<file path="src/rtl/tau_mem_pkg.sv">
// Shared types and decode helpers for the load/store memory sequencer.
package tau_mem_pkg;

  // Operation codes issued by the microcode sequencer; any other value is illegal.
  typedef enum logic [2:0] {
    OP_LOAD   = 3'd1,
    OP_STORE  = 3'd2,
    OP_LOADV  = 3'd3,
    OP_STOREV = 3'd4,
    OP_PEEK   = 3'd5
  } load_store_op_set;

  typedef enum logic [1:0] {
    ST_IDLE    = 2'd0,
    ST_ACCESS  = 2'd1,
    ST_RESPOND = 2'd2
  } mem_state_t;

  localparam int unsigned WAIT_WIDTH = 4;

  function automatic logic is_legal_op(input logic [2:0] op);
    return op inside {OP_LOAD, OP_STORE, OP_LOADV, OP_STOREV, OP_PEEK};
  endfunction

  // LOADV/STOREV go to v-RAM; LOAD/STORE/PEEK go to p-RAM.
  function automatic logic is_v_target(input logic [2:0] op);
    return (op == OP_LOADV) || (op == OP_STOREV);
  endfunction

  function automatic logic is_store_op(input logic [2:0] op);
    return (op == OP_STORE) || (op == OP_STOREV);
  endfunction

endpackage

</file>
<file path="src/rtl/wait_state_counter.sv">
// Loadable down-counter with a zero flag; counts RAM wait states for a bus access.
module wait_state_counter
  import tau_mem_pkg::*;
(
  input  logic                  clk,
  input  logic                  rst,
  input  logic                  i_load,
  input  logic [WAIT_WIDTH-1:0] i_load_value,
  input  logic                  i_dec,
  output logic                  o_zero
);

  logic [WAIT_WIDTH-1:0] r_count;

  // Load takes priority over decrement; the count saturates at zero.
  always_ff @(posedge clk) begin
    // NOTE: state registers use non-blocking assignments so every flop samples pre-edge values.
    if (rst) begin
      r_count <= '0;
    end else if (i_load) begin
      r_count <= i_load_value;
    end else if (i_dec && (r_count != '0)) begin
      r_count <= r_count - 1'b1;
    end
  end

  assign o_zero = (r_count == '0);

endmodule

</file>
<file path="src/rtl/memory_sequencer.sv">
// Handshaked load/store sequencer: one request at a time, drives p-RAM or v-RAM
// for a configurable number of wait states, then returns a one-cycle response.
module memory_sequencer
  import tau_mem_pkg::*;
#(
  parameter int unsigned ADDRESS_WIDTH = 16,
  parameter int unsigned DATA_WIDTH    = 16,
  parameter int unsigned P_WAIT_STATES = 0,
  parameter int unsigned V_WAIT_STATES = 1
) (
  input  logic                     clk,
  input  logic                     rst,
  input  logic                     req_valid,
  output logic                     req_ready,
  input  logic [2:0]               req_op,
  input  logic [ADDRESS_WIDTH-1:0] pc_address,
  input  logic [ADDRESS_WIDTH-1:0] input_address,
  input  logic [DATA_WIDTH-1:0]    input_data,
  output logic                     rsp_valid,
  output logic [DATA_WIDTH-1:0]    rsp_data,
  output logic                     rsp_error,
  output logic                     p_ram_en,
  output logic                     p_ram_rw,
  output logic [ADDRESS_WIDTH-1:0] p_ram_address,
  output logic [DATA_WIDTH-1:0]    p_ram_wdata,
  input  logic [DATA_WIDTH-1:0]    p_ram_rdata,
  output logic                     v_ram_en,
  output logic                     v_ram_rw,
  output logic [ADDRESS_WIDTH-1:0] v_ram_address,
  output logic [DATA_WIDTH-1:0]    v_ram_wdata,
  input  logic [DATA_WIDTH-1:0]    v_ram_rdata
);

  localparam logic [WAIT_WIDTH-1:0] P_WS = WAIT_WIDTH'(P_WAIT_STATES);
  localparam logic [WAIT_WIDTH-1:0] V_WS = WAIT_WIDTH'(V_WAIT_STATES);
  localparam logic [ADDRESS_WIDTH-1:0] ADDR_ONE = {{(ADDRESS_WIDTH-1){1'b0}}, 1'b1};

  mem_state_t r_state, w_next_state;

  logic                     r_is_v, w_next_is_v;
  logic                     r_is_store, w_next_is_store;
  logic                     r_rsp_valid, w_next_rsp_valid;
  logic                     r_rsp_error, w_next_rsp_error;
  logic [DATA_WIDTH-1:0]    r_rsp_data, w_next_rsp_data;
  logic                     r_p_en, w_next_p_en;
  logic                     r_v_en, w_next_v_en;
  logic                     r_rw, w_next_rw;
  logic [ADDRESS_WIDTH-1:0] r_addr, w_next_addr;
  logic [DATA_WIDTH-1:0]    r_wdata, w_next_wdata;

  logic                     w_cnt_load;
  logic [WAIT_WIDTH-1:0]    w_cnt_value;
  logic                     w_cnt_dec;
  logic                     w_cnt_zero;
  logic                     w_op_is_v;
  logic [ADDRESS_WIDTH-1:0] w_req_addr;

  wait_state_counter u_wait_counter (
    .clk          (clk),
    .rst          (rst),
    .i_load       (w_cnt_load),
    .i_load_value (w_cnt_value),
    .i_dec        (w_cnt_dec),
    .o_zero       (w_cnt_zero)
  );

  // Request decode: target RAM and effective address (PEEK reads PC+1, wrapping).
  assign w_op_is_v  = is_v_target(req_op);
  assign w_req_addr = (req_op == OP_PEEK) ? (pc_address + ADDR_ONE) : input_address;

  // Next-state and next-output decode for the sequencer FSM.
  always_comb begin
    // NOTE: every signal gets a default first so no path leaves one unassigned and infers a latch.
    w_next_state     = r_state;
    w_next_is_v      = r_is_v;
    w_next_is_store  = r_is_store;
    w_next_rsp_valid = 1'b0;
    w_next_rsp_error = 1'b0;
    w_next_rsp_data  = r_rsp_data;
    w_next_p_en      = 1'b0;
    w_next_v_en      = 1'b0;
    w_next_rw        = 1'b0;
    w_next_addr      = '0;
    w_next_wdata     = '0;
    w_cnt_load       = 1'b0;
    w_cnt_value      = '0;
    w_cnt_dec        = 1'b0;

    unique case (r_state)
      ST_IDLE: begin
        if (req_valid) begin
          if (is_legal_op(req_op)) begin
            w_next_state    = ST_ACCESS;
            w_next_is_v     = w_op_is_v;
            w_next_is_store = is_store_op(req_op);
            w_next_p_en     = !w_op_is_v;
            w_next_v_en     = w_op_is_v;
            w_next_rw       = is_store_op(req_op);
            w_next_addr     = w_req_addr;
            w_next_wdata    = input_data;
            w_cnt_load      = 1'b1;
            w_cnt_value     = w_op_is_v ? V_WS : P_WS;
          end else begin
            w_next_state     = ST_RESPOND;
            w_next_rsp_valid = 1'b1;
            w_next_rsp_error = 1'b1;
            w_next_rsp_data  = '0;
          end
        end
      end
      ST_ACCESS: begin
        if (w_cnt_zero) begin
          // Last enabled cycle: read data is valid now, release the RAM.
          w_next_state     = ST_RESPOND;
          w_next_rsp_valid = 1'b1;
          if (r_is_store) begin
            w_next_rsp_data = '0;
          end else begin
            w_next_rsp_data = r_is_v ? v_ram_rdata : p_ram_rdata;
          end
        end else begin
          w_next_p_en  = r_p_en;
          w_next_v_en  = r_v_en;
          w_next_rw    = r_rw;
          w_next_addr  = r_addr;
          w_next_wdata = r_wdata;
          w_cnt_dec    = 1'b1;
        end
      end
      ST_RESPOND: begin
        w_next_state = ST_IDLE;
      end
      default: begin
        w_next_state = ST_IDLE;
      end
    endcase
  end

  // State and registered-output update; reset aborts any access silently.
  always_ff @(posedge clk) begin
    if (rst) begin
      r_state     <= ST_IDLE;
      r_is_v      <= 1'b0;
      r_is_store  <= 1'b0;
      r_rsp_valid <= 1'b0;
      r_rsp_error <= 1'b0;
      r_rsp_data  <= '0;
      r_p_en      <= 1'b0;
      r_v_en      <= 1'b0;
      r_rw        <= 1'b0;
      r_addr      <= '0;
      r_wdata     <= '0;
    end else begin
      r_state     <= w_next_state;
      r_is_v      <= w_next_is_v;
      r_is_store  <= w_next_is_store;
      r_rsp_valid <= w_next_rsp_valid;
      r_rsp_error <= w_next_rsp_error;
      r_rsp_data  <= w_next_rsp_data;
      r_p_en      <= w_next_p_en;
      r_v_en      <= w_next_v_en;
      r_rw        <= w_next_rw;
      r_addr      <= w_next_addr;
      r_wdata     <= w_next_wdata;
    end
  end

  // Ready is decoded from state and suppressed while reset is asserted.
  assign req_ready = (r_state == ST_IDLE) && !rst;

  assign rsp_valid     = r_rsp_valid;
  assign rsp_error     = r_rsp_error;
  assign rsp_data      = r_rsp_data;
  assign p_ram_en      = r_p_en;
  assign p_ram_rw      = r_p_en & r_rw;
  assign p_ram_address = r_p_en ? r_addr : '0;
  assign p_ram_wdata   = r_p_en ? r_wdata : '0;
  assign v_ram_en      = r_v_en;
  assign v_ram_rw      = r_v_en & r_rw;
  assign v_ram_address = r_v_en ? r_addr : '0;
  assign v_ram_wdata   = r_v_en ? r_wdata : '0;

endmodule
</file>
<file path="config.mk">
export PLATFORM = sky130hd
export DESIGN_NAME = memory_sequencer
export DESIGN_NICKNAME = d
export VERILOG_FILES = /design/src/rtl/tau_mem_pkg.sv /design/src/rtl/wait_state_counter.sv /design/src/rtl/memory_sequencer.sv
export SDC_FILE = /design/constraint.sdc
export NUM_CORES = 1
export LEC_CHECK = 0
export ABC_AREA = 1
export CORE_UTILIZATION = 45
export DETAILED_ROUTE_END_ITERATION = 16
export PLACE_DENSITY = 0.88
export SKIP_CTS_REPAIR_TIMING = 1
export SLEW_MARGIN = 10
export SYNTH_ARGS = -nofsm -noshare
export SYNTH_HDL_FRONTEND = slang
export SYNTH_HIERARCHICAL = 1
export SYNTH_SLANG_ARGS = --single-unit
export TNS_END_PERCENT = 10
</file>
<file path="constraint.sdc">
create_clock -name clk -period 2.9 [get_ports clk]
set_input_delay 0.58 -clock clk [delete_from_list [all_inputs] [get_ports clk]]
set_output_delay 0.58 -clock clk [all_outputs]
set_load 0.02 [all_outputs]
</file>
# Word level (Yosys, flattened, before mapping)
# Cells that the tools add are included.
dict set report op_classes {
  mux 47
  n_reduce_logical 16
  addsub 2
  n_eq_ne 9
  bitwise_logic 3
}
# cell count
set ops {}
lappend ops {{$mux W16} 15}
lappend ops {{$pmux W16 S2} 3}
lappend ops {{$mux W1} 19}
lappend ops {{$add A16 B1 Y16 const B} 1}
lappend ops {{$mux W4} 2}
lappend ops {{$pmux W1 S2} 4}
lappend ops {{$eq A3 B2 Y1 const B} 2}
lappend ops {{$eq A3 B3 Y1 const B} 2}
lappend ops {{$mux W2} 3}
lappend ops {{$reduce_bool A5 Y1} 1}
lappend ops {{$logic_not A4 Y1} 1}
lappend ops {{$ne A2 B2 Y1 const B} 2}
lappend ops {{$pmux W2 S2} 1}
lappend ops {{$reduce_and A4 Y1} 1}
lappend ops {{$reduce_bool A2 Y1} 2}
lappend ops {{$reduce_bool A4 Y1} 1}
lappend ops {{$sub A4 B1 Y4 const B} 1}
lappend ops {{$eq A3 B1 Y1 const B} 1}
lappend ops {{$reduce_and A3 Y1} 1}
lappend ops {{$and A1 B1 Y1} 2}
lappend ops {{$eq A2 B1 Y1 const B} 1}
lappend ops {{$logic_and A1 B1 Y1} 2}
lappend ops {{$logic_not A1 Y1} 2}
lappend ops {{$logic_not A2 Y1} 1}
lappend ops {{other kinds (5)} 6}
dict set report totals {
  elab_cells 89
  in_bits 86
  register_bits 61
  out_inout_bits 87
}

# Longest topological paths before layout
dict set report logic_depth {
  depth_word 7
  mapped_depth 13
  depth_no_buf 12
}

# Modules after synthesis
# Netlist, hierarchy kept.
# module cells_each n_inst seq_area_each_um2 area_each_um2
set by_module_without_submodules {}
lappend by_module_without_submodules {memory_sequencer 528 1 1141.1 3370.7}
lappend by_module_without_submodules {wait_state_counter 41 1 80.1 274.0}

# Worst setup path after synthesis
# No wires, ideal clock.
dict set report synth_timing {
  path_type {input-to-output}
  start {in rst}
  end {out req_ready}
  t_required_ns 2.320
  slack_ns 1.084
  path_buffers 1
  path_stages 2
  arrival_time_ns 1.236
  path_cell_list {buf_1 nor3_1}
}
dict set report synth_via {
  elab_chain_cells 2
}
# item line_no
set synth_lines {}
lappend synth_lines {{start: declaration} memory_sequencer.sv:12} ;# input logic rst,
lappend synth_lines {{$logic_not A1 Y1} memory_sequencer.sv:169} ;# assign req_ready = (r_state == ST_IDLE) && !rst;
lappend synth_lines {{$logic_and A1 B1 Y1} memory_sequencer.sv:169}
lappend synth_lines {{end: declaration} memory_sequencer.sv:14} ;# output logic req_ready,
# Every way passes these cells.

# Worst setup path in the final report
dict set report layout_timing {
  start {reg r_p_en, in the netlist p_ram_en}
  end {out p_ram_address[1]}
}
dict set report layout_via {
  elab_chain_cells 1
}
# item line_no
set layout_lines {}
lappend layout_lines {{start: declaration} memory_sequencer.sv:45} ;# logic r_p_en, w_next_p_en;
lappend layout_lines {{start signal: assignment} memory_sequencer.sv:160} ;# r_p_en <= w_next_p_en;
lappend layout_lines {{$mux W16} memory_sequencer.sv:176} ;# assign p_ram_address = r_p_en ? r_addr : '0;
lappend layout_lines {{end: declaration} memory_sequencer.sv:24} ;# output logic [ADDRESS_WIDTH-1:0] p_ram_address,
# Every way passes these cells.

==> summary by stage <==
Drt
The met1 wire length is 4680 um. The iteration-0 DRC count of the detailed router is 207. The residual antenna-violating net count after detailed routing is 0.

The highest routing layer actually used is met4. The routed length on met3 is 1030 um. The vias after detailed routing is 4212. Using the TritonRoute via totals, the vias-per-cell ratio works out to 5.03. Dividing the detail-routed wire length by the instance count gives 13.6 um. In the routed design, unresolved DRC markers number 0. Before antenna repair, the detailed router went through 4 iterations.

The routed wire length on met2 is 5450 um. Wires add up to 11400 um.

Clocking
The sink count of the clock tree is 61. The tree is rooted in a sky130_fd_sc_hd__clkbuf_8. For the worst-skew pair, the clock arrives at the later sink with an insertion delay of 0.33 ns. The clock tree from TritonCTS is done.

In this run, CTS created clock tree buffers numbering 9. Clock-pin slew was measured on the worst setup and hold paths at 0.07 ns. The maximum clock insertion buffer count is 2. In this run the number of H-tree levels came out at 3.

Critical path
The highest net fanout along the worst path is 35. The worst setup path is captured at an output port. Data on the critical path arrives at its endpoint at 1.80 ns. The critical path ends at p_ram_address[1]. The worst-case register-to-register setup slack is 0.92 ns.

The timing startpoint of the critical path is p_ram_en$_SDFFE_PP0N_. The worst setup path is launched from a register. The cell depth of the worst flop-to-flop path is 8.

The worst register-to-register path begins at u_wait_counter/r_count[0]$_SDFFE_PP0P_. The worst setup path category is reg2out. In this run the critical register-to-register path is captured at v_ram_en$_SDFFE_PP0N_. Data on the critical path is required at its endpoint by 2.32 ns.

Global routing
Summed over all layers, the global routing overflow is 0. Entering global routing, the biggest net connects 60 pins. The global-route wire length before repair is 18400 um. In the global route stage, overall resource usage came out at 27.2%. The initial antenna violation count came to 0.

The number of global-route vias before repair is 4025.

Power and ir drop
In this run the static leakage power is 0.00264 uW. The areal power density over the cells is 412 nW/um^2. The maximum vdd ir drop is 0.237 mV. The internal power of the cells totals 1640 uW. The clock group share of total power is 34.1%. In this run switching power makes up 29.1% of total power.

The power consumption is 2310 uW. Combinational logic is responsible for 25.2% of the overall power. For this design the total switching power over the nets is 670 uW.

The share of total power dissipated in sequential elements is 40.7%.

Logic synthesis
The number of enable-type register cells in the synthesized netlist is 0. Synthesis produced 569 cells. The synthesized design spends more area on one cell type than any other, namely sky130_fd_sc_hd__dfxtp_1. In the synthesized netlist the dominant register cell turns out to be sky130_fd_sc_hd__dfxtp_1. The warning count from the yosys run is 6. The count of state elements after synthesis is 61.

In this run the cell area of the synthesized design comes to 3640 um^2. In the synthesized netlist the async set-or-reset flop fraction comes to 0%. In the post-synthesis netlist, the cell with the most instances is sky130_fd_sc_hd__nand2_1. Each instance of the synthesized netlist takes up on average 6.41 um^2. Synthesis instantiated 34 different standard cells from the library. Ranked by total cell area, the synthesized netlist is headed by sky130_fd_sc_hd__dfxtp_1, sky130_fd_sc_hd__nand2_1, sky130_fd_sc_hd__a21oi_1. Summed over its instances, the top area cell type makes up 33.5% of the synthesized netlist area.

Summing the sequential cell areas from Yosys gives 33.5% of the chip area. By count the netlist is led by sky130_fd_sc_hd__nand2_1, sky130_fd_sc_hd__inv_1, sky130_fd_sc_hd__a21oi_1.

Job
The number of maximum-capacitance violations is 0.

Timing
The final-report max-slew violation count is 0. The post-layout minimum cycle time is 2.38 ns. The tightest hold path in the finished design has a slack of 0.484 ns. The number of hold violations in the final report was 0. The setup skew after layout is 0.00923 ns. The relative slew slack is 52.2%.

The final worst-path setup slack is 0.517 ns. Setup repair after global routing left no endpoint under its margin. The portion of the clock cycle consumed by the worst path in the final layout is 82.2%. Setup violations remaining at the end of the flow were counted as 0. Summed over all failing endpoints, the final setup total negative slack is 0 ns. For the pin with the worst max-slew slack, the measured transition is 0.715 ns. Based on the critical path, the design can be clocked at up to 420 MHz.

Status
The run finished with clean final reports.

Placed design
The weighted congestion reported at the end of routability-driven placement is 1.02. OpenSTA, run right after detailed placement, puts the worst setup slack at 0.405 ns. The HPWL after detailed placement is 8740 um.

Input and output buffers added on the ports amount to 172.

Die
The width of the chip is 92.0 um. The total I/O pin count is 173. The floorplan step set the die height to 92.0 um.

The core area is 7770 um^2. The floorplan has 32 rows. The die area is 8460 um^2. Once the floorplan was initialized, standard cells occupied 46.9% of the core.

Cells and area
Measured on the finished design, the core utilization comes to 72.1%. The area growth from synthesis to layout is 53.7%. The post-route netlist has 8.56% of its cells at a drive strength greater than 1. The total number of nets in the final design is 819. The total inserted antenna cells is 0. The layout has 622 filler cells.

Min path
The classification of the worst-slack hold path is reg2reg.
## critical path, stage by stage, from the launching register on
cell	delay, ns
sky130_fd_sc_hd__dfxtp_1	0.32
sky130_fd_sc_hd__buf_4	0.35
sky130_fd_sc_hd__nand2_1	0.13
sky130_fd_sc_hd__inv_1	0.07
sky130_fd_sc_hd__clkdlybuf4s50_1	0.60
## cell usage in the layout (no fill, tap or decap)
master,instances
sky130_fd_sc_hd__or2_0,1
sky130_fd_sc_hd__buf_2,1
sky130_fd_sc_hd__clkdlybuf4s50_1,171
sky130_fd_sc_hd__o21a_1,9
sky130_fd_sc_hd__or2_2,2
sky130_fd_sc_hd__nand3_1,18
sky130_fd_sc_hd__ha_1,2
sky130_fd_sc_hd__nor3_1,18
sky130_fd_sc_hd__dfxtp_1,61
sky130_fd_sc_hd__nand3_2,2
sky130_fd_sc_hd__clkinvlp_4,1
sky130_fd_sc_hd__buf_4,5
sky130_fd_sc_hd__xnor2_1,1
sky130_fd_sc_hd__clkbuf_8,12
sky130_fd_sc_hd__o22ai_1,1
sky130_fd_sc_hd__nand2_2,2
sky130_fd_sc_hd__nand2_4,5
sky130_fd_sc_hd__nand4_1,4
sky130_fd_sc_hd__inv_1,88
sky130_fd_sc_hd__nand2_1,171
sky130_fd_sc_hd__xor2_1,7
sky130_fd_sc_hd__clkinv_2,3
sky130_fd_sc_hd__conb_1,3
sky130_fd_sc_hd__mux2_2,16
sky130_fd_sc_hd__a21oi_1,72
sky130_fd_sc_hd__o21ai_0,9
sky130_fd_sc_hd__o211ai_1,3
sky130_fd_sc_hd__inv_2,8
sky130_fd_sc_hd__nor2_2,1
sky130_fd_sc_hd__o21ai_1,1
sky130_fd_sc_hd__a21oi_2,2
sky130_fd_sc_hd__nor2_1,31
sky130_fd_sc_hd__bufinv_16,1
sky130_fd_sc_hd__nor2_4,2
sky130_fd_sc_hd__clkbuf_1,1
sky130_fd_sc_hd__o21bai_1,1
## through the flow
stage	cells	cell area, um^2
2_1_floorplan	571	3650
6_report	838	5600
4_1_cts	838	5600
3_5_place_dp	822	5390
5_1_grt	838	5600
3_3_place_gp	822	5390
## kinds of logic (layout without fill, tap and decap cells)
family / Yosys count / in the layout / share of synthesized area (%)
other cells: 1 / 3 / 0.103
mux: 16 / 16 / 4.94
simple gates: 257 / 257 / 30.2
compound gates: 98 / 98 / 14.6
flops: 61 / 61 / 33.5
buf+inv: 126 / 291 / 14.1
fa+ha+maj: 2 / 2 / 0.686
xor+xnor: 8 / 8 / 1.92
## worst min-delay path by stage
stage / end / slack, ns / depth (start not counted) / from
3_5_place_dp: r_addr[11]$_SDFFE_PP0N_ / 0.47 / 2 / r_addr[11]$_SDFFE_PP0N_
3_3_place_gp: r_wdata[6]$_SDFFE_PP0N_ / 0.47 / 2 / r_wdata[6]$_SDFFE_PP0N_
4_1_cts: r_addr[7]$_SDFFE_PP0N_ / 0.48 / 2 / r_addr[7]$_SDFFE_PP0N_
5_1_grt: r_is_store$_SDFFE_PP0P_ / 0.51 / 2 / r_is_store$_SDFFE_PP0P_
2_1_floorplan: r_is_store$_SDFFE_PP0P_ / 0.45 / 2 / r_is_store$_SDFFE_PP0P_
6_report: r_is_store$_SDFFE_PP0P_ / 0.48 / 2 / r_is_store$_SDFFE_PP0P_
## area by class of cell
class	count	area (um^2)	share of cell area (%)
clock buffers	13	169	3.01
flip-flops and latches	61	1220	21.8
clock inverters	3	42.5	0.759
repair buffers	177	1750	31.3
multi-input cells	384	1920	34.2
inverters	98	370	6.61
well taps	102	128	2.28
## registers in the layout, summed over array words and instances (netlist names), 2 cells and up
| register | count |
|---|---|
| r_addr | 16 |
| r_wdata | 16 |
| rsp_data | 16 |
| u_wait_counter/r_count | 4 |
| r_state | 2 |
## per-layer routing
layer  up-vias  GRT usage [%]
met5         -              0
met4         0           12.6
met3        25           5.97
met2       193           46.6
met1      1911           32.3
li1       2083              -
## power groups by stage
stage          Combinational (uW)  Clock (uW)  Sequential, uW
2_1_floorplan                 299           0             979
3_3_place_gp                  559           0             953
3_5_place_dp                  577           0             957
4_1_cts                       580         800             939
5_1_grt                       633         835             946
6_report                      580         786             940
(Power assumes the default switching activity.)
==> edit 1: new RTL, same flow settings <==
Take the reset off `r_rsp_data`, `r_addr` and `r_wdata` and load them in a clocked block of their own.
--- a/src/rtl/memory_sequencer.sv
+++ b/src/rtl/memory_sequencer.sv
@@ -144,25 +144,25 @@
       r_is_store  <= 1'b0;
       r_rsp_valid <= 1'b0;
       r_rsp_error <= 1'b0;
-      r_rsp_data  <= '0;
       r_p_en      <= 1'b0;
       r_v_en      <= 1'b0;
       r_rw        <= 1'b0;
-      r_addr      <= '0;
-      r_wdata     <= '0;
     end else begin
       r_state     <= w_next_state;
       r_is_v      <= w_next_is_v;
       r_is_store  <= w_next_is_store;
       r_rsp_valid <= w_next_rsp_valid;
       r_rsp_error <= w_next_rsp_error;
-      r_rsp_data  <= w_next_rsp_data;
       r_p_en      <= w_next_p_en;
       r_v_en      <= w_next_v_en;
       r_rw        <= w_next_rw;
-      r_addr      <= w_next_addr;
-      r_wdata     <= w_next_wdata;
     end
+  end
+
+  always_ff @(posedge clk) begin
+    r_rsp_data <= w_next_rsp_data;
+    r_addr     <= w_next_addr;
+    r_wdata    <= w_next_wdata;
   end
 
   // Ready is decoded from state and suppressed while reset is asserted.
Behaviour: differs if rst is asserted again (counterexample within 4 cycles, from zero or initial values and one cycle with rst high); with rst held inactive, the same outputs for 10 cycles.
==> edit 1 against the original RTL <==
Total power rose by 5.1%. Area after synthesis fell by 0.58%. Sequential cell count did not move. Die area fell by 0.56%. Synthesized cell count fell by 11%. Non-clock buffer count rose by 4. Setup slack got worse by 0.16 ns. Routed wire length fell by 9.8%. Largest power group unchanged. Final area rose by 1.0%.
==> edit 1: results (changes against the original RTL) <==
outcome: "finished, final reports clean"
final-clk-cell-share_pct: 3.65  # -0.13 points
grt_max_degree: 36  # -40%
routed-wl-met2_mm: 5.39  # -0.99%
crit_arrival_ns: 1.96  # +0.16 ns
p_switching_w: 0.000642  # -4.2%
worstPathMaxFanout: 28  # -20%
drt_iter0_markers: 151  # -27%
vias_per_cell: 4.78  # -4.9%
seqPwrFrac_pct: 45.8  # +5.1 points
grt_first_pass_wirelength_mm: 16.6  # -10%
nNonClkInverters: 123  # +26%
yosysUniqueCellTypes: 33  # -2.9%
nonClkBufAreaFrac_pct: 31.6  # +0.29 points
wl_met3_um: 715  # -30%
reg2reg_slack_ns: 0.84  # -0.08 ns
grtUsageTotal_pct: 25.1  # -2.1 points
slew_headroom_pct: 56.5  # +4.3 points
r2r-end: "r_addr[11]$_SDFFCE_PN0N_"
synth_area_leaders: "edfxtp_1 (40%), nand2_1 (16%), inv_1 (12%), dfxtp_1 (7.2%), nor2_1 (4.7%)"
ys_seq_area_share_pct: 47.0  # +13 points
period_needed_ns: 2.54  # +0.161 ns
nets: 767  # -6.3%
dp_hpwl_mm: 8.09  # -7.4%
synth_commonest_cells: "nand2_1 (154), inv_1 (118), edfxtp_1 (48), nor2_1 (45), a21oi_1 (32)"
wl_met1_mm: 4.04  # -14%
pre_cts_ws_ns: 0.548  # +0.143 ns
finClkSkew_ns: 0.00891  # -0.000321 ns
synth_edf_count: 48  # +48
grt_pass1_vias: 3651  # -9.3%
buffers: 181  # +2.3%
nClkBuffers: 10  # -3
wl_per_cell_um: 13.1  # -3.8%
multi_input_area_share_pct: 24.2  # -10 points
edit 1: cell families (layout without fill, tap and decap cells):
family / after synthesis / count (layout) / synth area share (%)
other cells: 1 / 3 / 0.103
flops: 61 / 61 / 47.0
buf+inv: 142 / 320 / 15.5
simple gates: 235 / 235 / 26.5
xor+xnor: 5 / 5 / 1.21
compound gates: 58 / 58 / 9.01
fa+ha+maj: 2 / 2 / 0.690
edit 1: how the worst max path moves through the flow:
stage,startpoint,endpoint,cells after the start
5_1_grt,v_ram_en$_SDFFE_PP0N_,v_ram_address[15],4
2_1_floorplan,req_op[1],rsp_data[0]$_SDFFCE_PP0P_,4
3_5_place_dp,pc_address[0],r_addr[14]$_SDFFCE_PN0N_,9
3_3_place_gp,pc_address[0],r_addr[14]$_SDFFCE_PN0N_,9
4_1_cts,v_ram_en$_SDFFE_PP0N_,v_ram_rw,4
6_report,v_ram_en$_SDFFE_PP0N_,v_ram_rw,4
edit 1: metrics by stage:
stage / instances / utilization (%) / hold slack (ns) / cell area, sq um / total power, W
detailed placement: 770 / 70.2 / 0.473 / 5460 / 0.00165
floorplan: 506 / - / 0.441 / 3630 / 0.00137
CTS: 786 / 72.9 / 0.483 / 5660 / 0.00244
finish: 786 / 72.9 / 0.480 / 5660 / 0.00242
global placement: 770 / 70.2 / 0.447 / 5460 / 0.00163
global route: 786 / 72.9 / 0.516 / 5660 / 0.00253
edit 1: tightest hold or removal path: cells and delay by family, from the launching register on:
| family | cells | cell delay (ns) |
|---|---|---|
| AO/OA/AOI/OAI | 1 | 0.06 |
| AND/OR/NAND/NOR | 1 | 0.06 |
| flip-flops | 1 | 0.31 |
edit 1: per-layer routing:
metal  vias up  global-route usage [%]
li1       1876                       -
met4         0                    8.33
met1      1715                    27.7
met3        14                    5.06
met5         -                       0
met2       153                    47.7
==> edit 2: new RTL, same settings <==
Made on the original files. `WAIT_WIDTH`: 4 -> 3.
--- a/src/rtl/tau_mem_pkg.sv
+++ b/src/rtl/tau_mem_pkg.sv
@@ -16,7 +16,7 @@
     ST_RESPOND = 2'd2
   } mem_state_t;
 
-  localparam int unsigned WAIT_WIDTH = 4;
+  localparam int unsigned WAIT_WIDTH = 3;
 
   function automatic logic is_legal_op(input logic [2:0] op);
     return op inside {OP_LOAD, OP_STORE, OP_LOADV, OP_STOREV, OP_PEEK};
Function: same outputs for any inputs over 10 cycles, from zero or initial values and one cycle with rst high; that may be too few to reach the edited logic, so the function may still have changed.
==> edit 2 against the original RTL <==
Global-route usage is 1.3 points lower. Final area is 1.2% lower. Fmax is 4.0% lower. Sequential cell count is 1 lower. Total power is 4.1% lower. Routed wire length is 8.1% lower. Area after synthesis is 2.0% lower. Clock power is 3.8% lower. Setup slack worse by 0.10 ns. Largest power group unchanged.
==> edit 2: results (changes against the original RTL) <==
syn_area_sq_um: 3570  # -2.0%
nFillCells: 620  # -0.32%
met2_usage_pct: 47.2  # +0.58 points
drt_iter0_markers: 177  # -14%
p_leak_nw: 2.61  # -1.2%
synth_commonest_cells: "nand2_1 (174), inv_1 (90), a21oi_1 (71), dfxtp_1 (60), nor2_1 (30)"
ys_seq_area_share_pct: 33.6  # +0.12 points
slew_headroom_pct: 53.2  # +0.91 points
finClkSkew_ns: 0.00590  # -0.00333 ns
clk_pin_slew_ns: 0.07  # about the same
gp_congestion: 0.866  # -15%
vias_per_cell: 4.92  # -2.0%
min_path_type: "reg -> reg"
finalSetupViolCount: 0  # unchanged
worstPathMaxFanout: 25  # -29%
utilization_pct: 72.0  # -0.13 points
yosysWarningCount: 6  # unchanged
wl_met3_um: 755  # -27%
nets: 811  # -0.98%
cts-buffers-inserted: 9  # unchanged
synthArstFlopShare_pct: 0  # unchanged
grtUsageTotal_pct: 26.0  # -1.3 points
grt_first_pass_wirelength_mm: 17.6  # -4.5%
crit_arrival_ns: 1.90  # +0.10 ns
crit_path_top_delay_cell: "clkdlybuf4s50_1"
dpl_cell_area_sq_um: 5330  # -1.1%
dp_hpwl_mm: 7.96  # -8.9%
clk_latency_ns: 0.32
cp_top_family: "buffers and inverters"
drtPass1Iterations: 5  # +1
drive_gt1_share_pct: 7.84  # -0.72 points
clock-root-buffer: "clkbuf_8"
syn-instance-count: 562  # -1.2%
use_met1_pct: 30.4  # -1.9 points
vias: 4082  # -3.1%
yosysUniqueCellTypes: 32  # -5.9%
synth_area_leaders: "dfxtp_1 (34%), nand2_1 (18%), a21oi_1 (9.9%), inv_1 (9.5%), mux2_2 (5.0%)"
drt_wl_total_mm: 10.5  # -8.1%
io_buffers: 172  # unchanged
routed-wl-met2_mm: 5.16  # -5.3%
cpPeakStageDelay_ns: 0.61
grt_max_degree: 59  # -1.7%
pre_cts_ws_ns: 0.404  # -0.00178 ns
grt_pass1_vias: 3947  # -1.9%
htreeDepth: 3  # unchanged
ir_drop_uv: 309  # +30%
grt_use_met3_pct: 5.19  # -0.78 points
outcome: "finished, final reports clean"
wl_met1_mm: 4.46  # -4.7%
antenna_found_initial: 0  # unchanged
p_int_w: 0.00158  # -3.3%
edit 2: cells by family after synthesis:
logic type	synth area share [%]
buffers and inverters	14.3
flip-flops	33.6
AND/OR/NAND/NOR	29.9
adder cells (fa/ha/maj)	1.05
multiplexers	5.04
XOR/XNOR	1.72
other	0.105
AO/OA/AOI/OAI	14.2
edit 2: final timing paths:
kind | startpoint | to | slack [ns] | cells after the start
setup / recovery | v_ram_en$_SDFFE_PP0N_ | v_ram_wdata[1] | 0.42 | 4
hold / removal | r_rw$_SDFFE_PP0N_ | r_rw$_SDFFE_PP0N_ | 0.48 | 2
setup reg to reg | u_wait_counter/r_count[0]$_SDFFE_PP0P_ | u_wait_counter/r_count[1]$_SDFFE_PP0P_ | 0.92 | 9
hold reg to reg | r_rw$_SDFFE_PP0N_ | r_rw$_SDFFE_PP0N_ | 0.48 | 2
edit 2: cell type report:
class                   instances  share of cell area [%]
clock inverters                 4                   0.859
well taps                     102                    2.31
clock buffers                  12                    2.80
multi-input cells             377                    33.7
flip-flops and latches         60                    21.7
repair buffers                176                    32.0
inverters                      98                    6.67
edit 2: power groups by stage:
stage	combinational [W]	clock [W]	sequential (W)
final	0.000537	0.000756	0.000919
after global routing	0.000588	0.000818	0.000925
after CTS	0.000537	0.000771	0.000919
after detailed placement	0.000535	0	0.000937
after global placement	0.000521	0	0.000934
after floorplan	0.000270	0	0.000957
edit 2: worst min-delay path: cells and delay by family (launching register included):
family | cells | cell delay [ns]
AO/OA/AOI/OAI | 1 | 0.06
flip-flops | 1 | 0.32
AND/OR/NAND/NOR | 1 | 0.06
